--- config.mk ---
export PLATFORM = sky130hd
export DESIGN_NAME = mux_rr_arbiter
export DESIGN_NICKNAME = d
export VERILOG_FILES = /design/src/rtl/mux_rr_arbiter.sv
export SDC_FILE = /design/constraint.sdc
export NUM_CORES = 1
export LEC_CHECK = 0
export BUFFER_PORTS_ARGS = -buffer_cell sky130_fd_sc_hd__buf_4
export CORE_MARGIN = 2
export CORE_UTILIZATION = 40
export CTS_CLUSTER_SIZE = 20
export DETAILED_ROUTE_END_ITERATION = 12
export PLACE_DENSITY = 0.66
export SLEW_MARGIN = 40
export SYNTH_ARGS = -nofsm -noshare
export SYNTH_HDL_FRONTEND = slang
export SYNTH_HIERARCHICAL = 1
export SYNTH_SLANG_ARGS = --single-unit
export TNS_END_PERCENT = 30
--- constraint.sdc ---
create_clock -name clk -period 2.6 [get_ports clk]
set_input_delay 0.52 -clock clk [delete_from_list [all_inputs] [get_ports clk]]
set_output_delay 0.52 -clock clk [all_outputs]
set_load 0.05 [all_outputs]
--- src/rtl/mux_rr_arbiter.sv ---
// Round-robin arbiter that shares a 4:1 two-bit mux among four requesters with valid/ready output.
// Optional MUX_ARB_GRANT_CNT_EN adds an 8-bit grant counter port (grant_cnt).

module mux_rr_arbiter_mux4 (
    input  logic [1:0] in1,
    input  logic [1:0] in2,
    input  logic [1:0] in3,
    input  logic [1:0] in4,
    input  logic       c1,
    input  logic       c2,
    output logic [1:0] y
);
    always_comb begin
        case ({c1, c2})
            2'b00:   y = in1;
            2'b01:   y = in2;
            2'b10:   y = in3;
            default: y = in4;
        endcase
    end
endmodule

module mux_rr_arbiter #(
    parameter int unsigned MAX_BURST = 4,
    parameter int unsigned CNT_W     = $clog2(MAX_BURST + 1)
) (
    input  logic       clk,
    input  logic       rst_n,
    input  logic [3:0] req,
    input  logic [3:0] last,
    input  logic [1:0] in1,
    input  logic [1:0] in2,
    input  logic [1:0] in3,
    input  logic [1:0] in4,
    input  logic       out_ready,
    output logic [3:0] gnt,
    output logic       c1,
    output logic       c2,
    output logic       out_valid,
    output logic [1:0] out_data
`ifdef MUX_ARB_GRANT_CNT_EN
    ,
    output logic [7:0] grant_cnt
`endif
);
    typedef enum logic {IDLE, BUSY} state_t;

    state_t           state_q;
    logic [3:0]       gnt_q;
    logic [1:0]       sel_q;
    logic [1:0]       ptr_q;
    logic [CNT_W-1:0] cnt_q;
    logic [CNT_W-1:0] cnt_d;

    logic       pick_vld;
    logic [1:0] pick_idx;
    logic [1:0] cand;
    logic       busy;
    logic       beat;
    logic       release_now;

    // Rotating priority: search ptr+1, ptr+2, ... wrapping back to ptr itself.
    always_comb begin
        pick_vld = 1'b0;
        pick_idx = ptr_q;
        cand     = ptr_q;
        for (int k = 1; k <= 4; k++) begin
            cand = ptr_q + 2'(k);
            if (!pick_vld && req[cand]) begin
                pick_vld = 1'b1;
                pick_idx = cand;
            end
        end
    end

    assign busy      = (state_q == BUSY);
    assign out_valid = busy && req[sel_q];
    assign beat      = out_valid && out_ready;
    assign cnt_d     = cnt_q + CNT_W'(1);
    // Withdrawal releases without a beat; otherwise release on last or beat limit.
    assign release_now = busy && (!req[sel_q] ||
                         (beat && (last[sel_q] || (cnt_d == CNT_W'(MAX_BURST)))));

    always_ff @(posedge clk or negedge rst_n) begin
        if (!rst_n) begin
            state_q <= IDLE;
            gnt_q   <= 4'b0000;
            sel_q   <= 2'b00;
            ptr_q   <= 2'd3;
            cnt_q   <= '0;
        end else begin
            case (state_q)
                IDLE: begin
                    if (pick_vld) begin
                        state_q <= BUSY;
                        gnt_q   <= 4'b0001 << pick_idx;
                        sel_q   <= pick_idx;
                        cnt_q   <= '0;
                    end
                end
                BUSY: begin
                    if (release_now) begin
                        state_q <= IDLE;
                        gnt_q   <= 4'b0000;
                        ptr_q   <= sel_q;
                        cnt_q   <= '0;
                    end else if (beat) begin
                        cnt_q <= cnt_d;
                    end
                end
                default: begin
                    state_q <= IDLE;
                    gnt_q   <= 4'b0000;
                end
            endcase
        end
    end

`ifdef MUX_ARB_GRANT_CNT_EN
    logic [7:0] gcnt_q;

    // Counts IDLE->BUSY transitions; wraps naturally at 8 bits.
    always_ff @(posedge clk or negedge rst_n) begin
        if (!rst_n) begin
            gcnt_q <= 8'd0;
        end else if (!busy && pick_vld) begin
            gcnt_q <= gcnt_q + 8'd1;
        end
    end

    assign grant_cnt = gcnt_q;
`endif

    assign gnt = gnt_q;
    assign c1  = sel_q[1];
    assign c2  = sel_q[0];

    mux_rr_arbiter_mux4 u_mux (
        .in1 (in1),
        .in2 (in2),
        .in3 (in3),
        .in4 (in4),
        .c1  (c1),
        .c2  (c2),
        .y   (out_data)
    );
endmodule

==> flow_summary_export.csv <==
group,metric,value,unit
run_status,outcome,"finished, final reports clean",
floorplan,initial_utilization,0.415,
synth,synth_top_area_frac,0.317,
synth,ys_ff_latch,12,
worst_setup_path,crit_path_start_kind,"flip-flop",
synth,synthArstFlopShare,1.00,
timing,post-route-period-util,0.888,
synth,syn_inst,65,
timing,fin_worst_skew,0.00981,ns
timing,final_hold_viol_count,0,
synth,synthFlopType,"dfrtp_1",
cells_and_area,layoutNonFillerInstCount,122,
timing,max_freq,0.433,GHz
routing,drtPass1Iterations,4,
global_routing,grt_pass1_wl,2.90,mm
pwr,ir_drop,0.000625,V
worst_setup_path,cp.arrival,1.79,ns
synth,synth.most_common_cell,"dfrtp_1",
pwr,p_per_area,1160,nW/um2
timing,worst_pin_slew,0.576,ns
routing,wl_per_cell,13.6,um
clocking,post-cts-setup-buffers,0,
cells_and_area,syn_to_final_growth,31.9,%
floorplan,core.rowCount,16,
synth,avgSynthCellArea,12.1,um2
placement,io_buffers,27,
clocking,clk_pin_slew_worst_paths,0.08,ns
floorplan,ios,28,
synth,synth-simple-area-share,0.146,
timing,rsz0062_at_grt,"false",
worst_setup_path,ff2ff_setup_slack,0.77,ns
global_routing,track_usage,0.154,
worst_setup_path,slowest_stage,"mux4_2",
worst_setup_path,path_class,"reg2out",
timing,drv_slew,0,
synth,ys_seq_area_frac,0.384,
worst_setup_path,crit_cells,4,
clocking,clkLatencyLatePin,0.27,ns
placement,gp_congestion,0.762,
routing,drc,0,
synth,synth_warnings,6,
clocking,ctsHoldBuffers,0,
pwr,total_leakage_power,0.507,nW
timing,final.min_clock_period,2.31,ns
synth,syn_nets,86,
pwr,clkPwrFrac,0.096,
placement,dp_hpwl,1.33,mm
synth,synth_area,790,um2
cells_and_area,nets,117,
routing,ant_nets,0,
worst_setup_path,path_delay_family,"multiplexers",
global_routing,grt_remaining_overflow,0,
cells_and_area,utilization,0.547,
timing,slew_headroom,0.612,
routing,totalWireLength,1.65,mm
clocking,cts_made_buffers,3,
floorplan,die_h,48.4,um
worst_setup_path,cp.buffers_inverters,2,
synth,synth_xor_area_frac,0.0111,
global_routing,antenna_found_initial,0,
worst_setup_path,slowest_delay,0.60,ns
worst_setup_path,required,2.08,ns
clocking,clock_path_buffers,2,
worst_setup_path,end_kind,"output pin",
placement,placedCellCount,118,
synth,synth-adder-area-share,0.0317,
synth,ys_top_cells_by_count,"dfrtp_1, nand2b_1, inv_1",
hold_path,min_path_type,"in2async",
floorplan,die_w,48.4,um
synth,synth_compound_area_frac,0.189,
worst_setup_path,crit_fanout,9,
worst_setup_path,r2r_start,"sel_q[1]",
pwr,p_seq_frac,0.311,
clocking,ctsResizeCount,0,
routing,viasPerCell,5.43,
timing,setup_viol,0,
pwr,swShare,0.481,
worst_setup_path,worstPathCellList,"mux4_2 -> nand2_4 -> inv_1 -> buf_4",
worst_setup_path,critical_path.startpoint,"sel_q[1]",
synth,ys_types,35,
pwr,power.internal,0.625,mW
timing,fin_tns_setup,0,ns
job,drv_cap,0,
pwr,p_switching,0.579,mW
cells_and_area,drive_gt1_frac,0.442,
worst_setup_path,worstRegToRegCells,4,
synth,synth_edf_count,0,
cells_and_area,antenna_cells,0,
routing,drt_iter0_drc,6,
clocking,root_buffer,"clkbuf_4",
synth,synth_area_leaders,"dfrtp_1, dfstp_2, mux4_1, mux4_2, mux2_2",
floorplan,design.core.area,1900,um2
synth,muxShareOfSynthArea,0.206,
clocking,cts_tree,"done",
pwr,combinationalPowerShare,0.593,
routing,vias,662,
synth,yosysTopAreaCell,"dfrtp_1",
global_routing,grt_max_degree,13,
floorplan,die_area,2340,um2
clocking,cts_max_level,1,
global_routing,grt_pass1_vias,652,
synth,synth_top_family_by_area,"multiplexers",
clocking,clock-sinks,12,
==> layout by cell type, fill, tap and decap left out, types with 2 or more instances in the layout <==
master	netlist	routed
clkbuf_4	0	3
a22o_1	3	3
nand2_1	2	2
a21o_1	2	2
inv_1	4	4
ha_1	2	2
nor2_1	2	2
o2bb2ai_1	2	2
buf_4	0	27
o31ai_2	2	2
mux4_1	2	2
mux2_2	3	3
mux4_2	2	2
nand2b_1	5	5
mux2i_1	2	2
dfstp_2	2	2
dfrtp_1	10	10
==> per-stage QoR <==
step	instance area [um2]	hold WS, ns	setup WS [ns]	power [mW]
6_report	1040	0.0733	0.291	1.20
5_1_grt	1040	0.0685	0.211	1.28
4_1_cts	1040	0.0730	0.284	1.21
3_5_place_dp	1010	0.366	0.571	1.10
3_3_place_gp	1010	0.364	0.571	1.09
2_1_floorplan	790	0.224	0.375	0.914
==> registers in the layout, summed over array words and instances, names as in the netlist <==
register and count:
sel_q 2, gnt 4, ptr_q 2, busy 1, cnt_q 3
==> final cells by class <==
cell class              instances  area (um2)
multi-input cells              48         460
fillers                       181         861
repair buffers                 27         203
inverters                       4        15.0
well taps                      27        33.8
clock buffers                   4        26.3
flip-flops and latches         12         303
==> cells by family (layout without fill, tap and decap cells) <==
logic type | after synthesis | after routing
mux | 10 | 10
xor+xnor | 1 | 1
flops | 12 | 12
compound gates | 17 | 17
buf+inv | 5 | 35
simple gates | 18 | 18
fa+ha+maj | 2 | 2
==> final timing paths <==
path / endpoint
worst max-delay path: out_valid
worst min-delay path: cnt_q[1]
worst max register to register: cnt_q[2]
worst min register to register: gnt[2]
max in group asynchronous: ptr_q[0]
min in group clk: gnt[2]
==> power groups by stage <==
| stage | clock network, mW | logic (mW) | registers (mW) |
|---|---|---|---|
| 2_1_floorplan | 0 | 0.435 | 0.479 |
| 3_3_place_gp | 0 | 0.714 | 0.374 |
| 3_5_place_dp | 0 | 0.718 | 0.379 |
| 4_1_cts | 0.120 | 0.720 | 0.374 |
| 5_1_grt | 0.128 | 0.758 | 0.391 |
| 6_report | 0.116 | 0.714 | 0.374 |
==> routing by layer <==
layer	wire, um	track usage
met3	127	0.0617
met2	777	0.259
met1	749	0.196
met4	0	0.0143
met5	0	0
(Power assumes the default switching activity.)
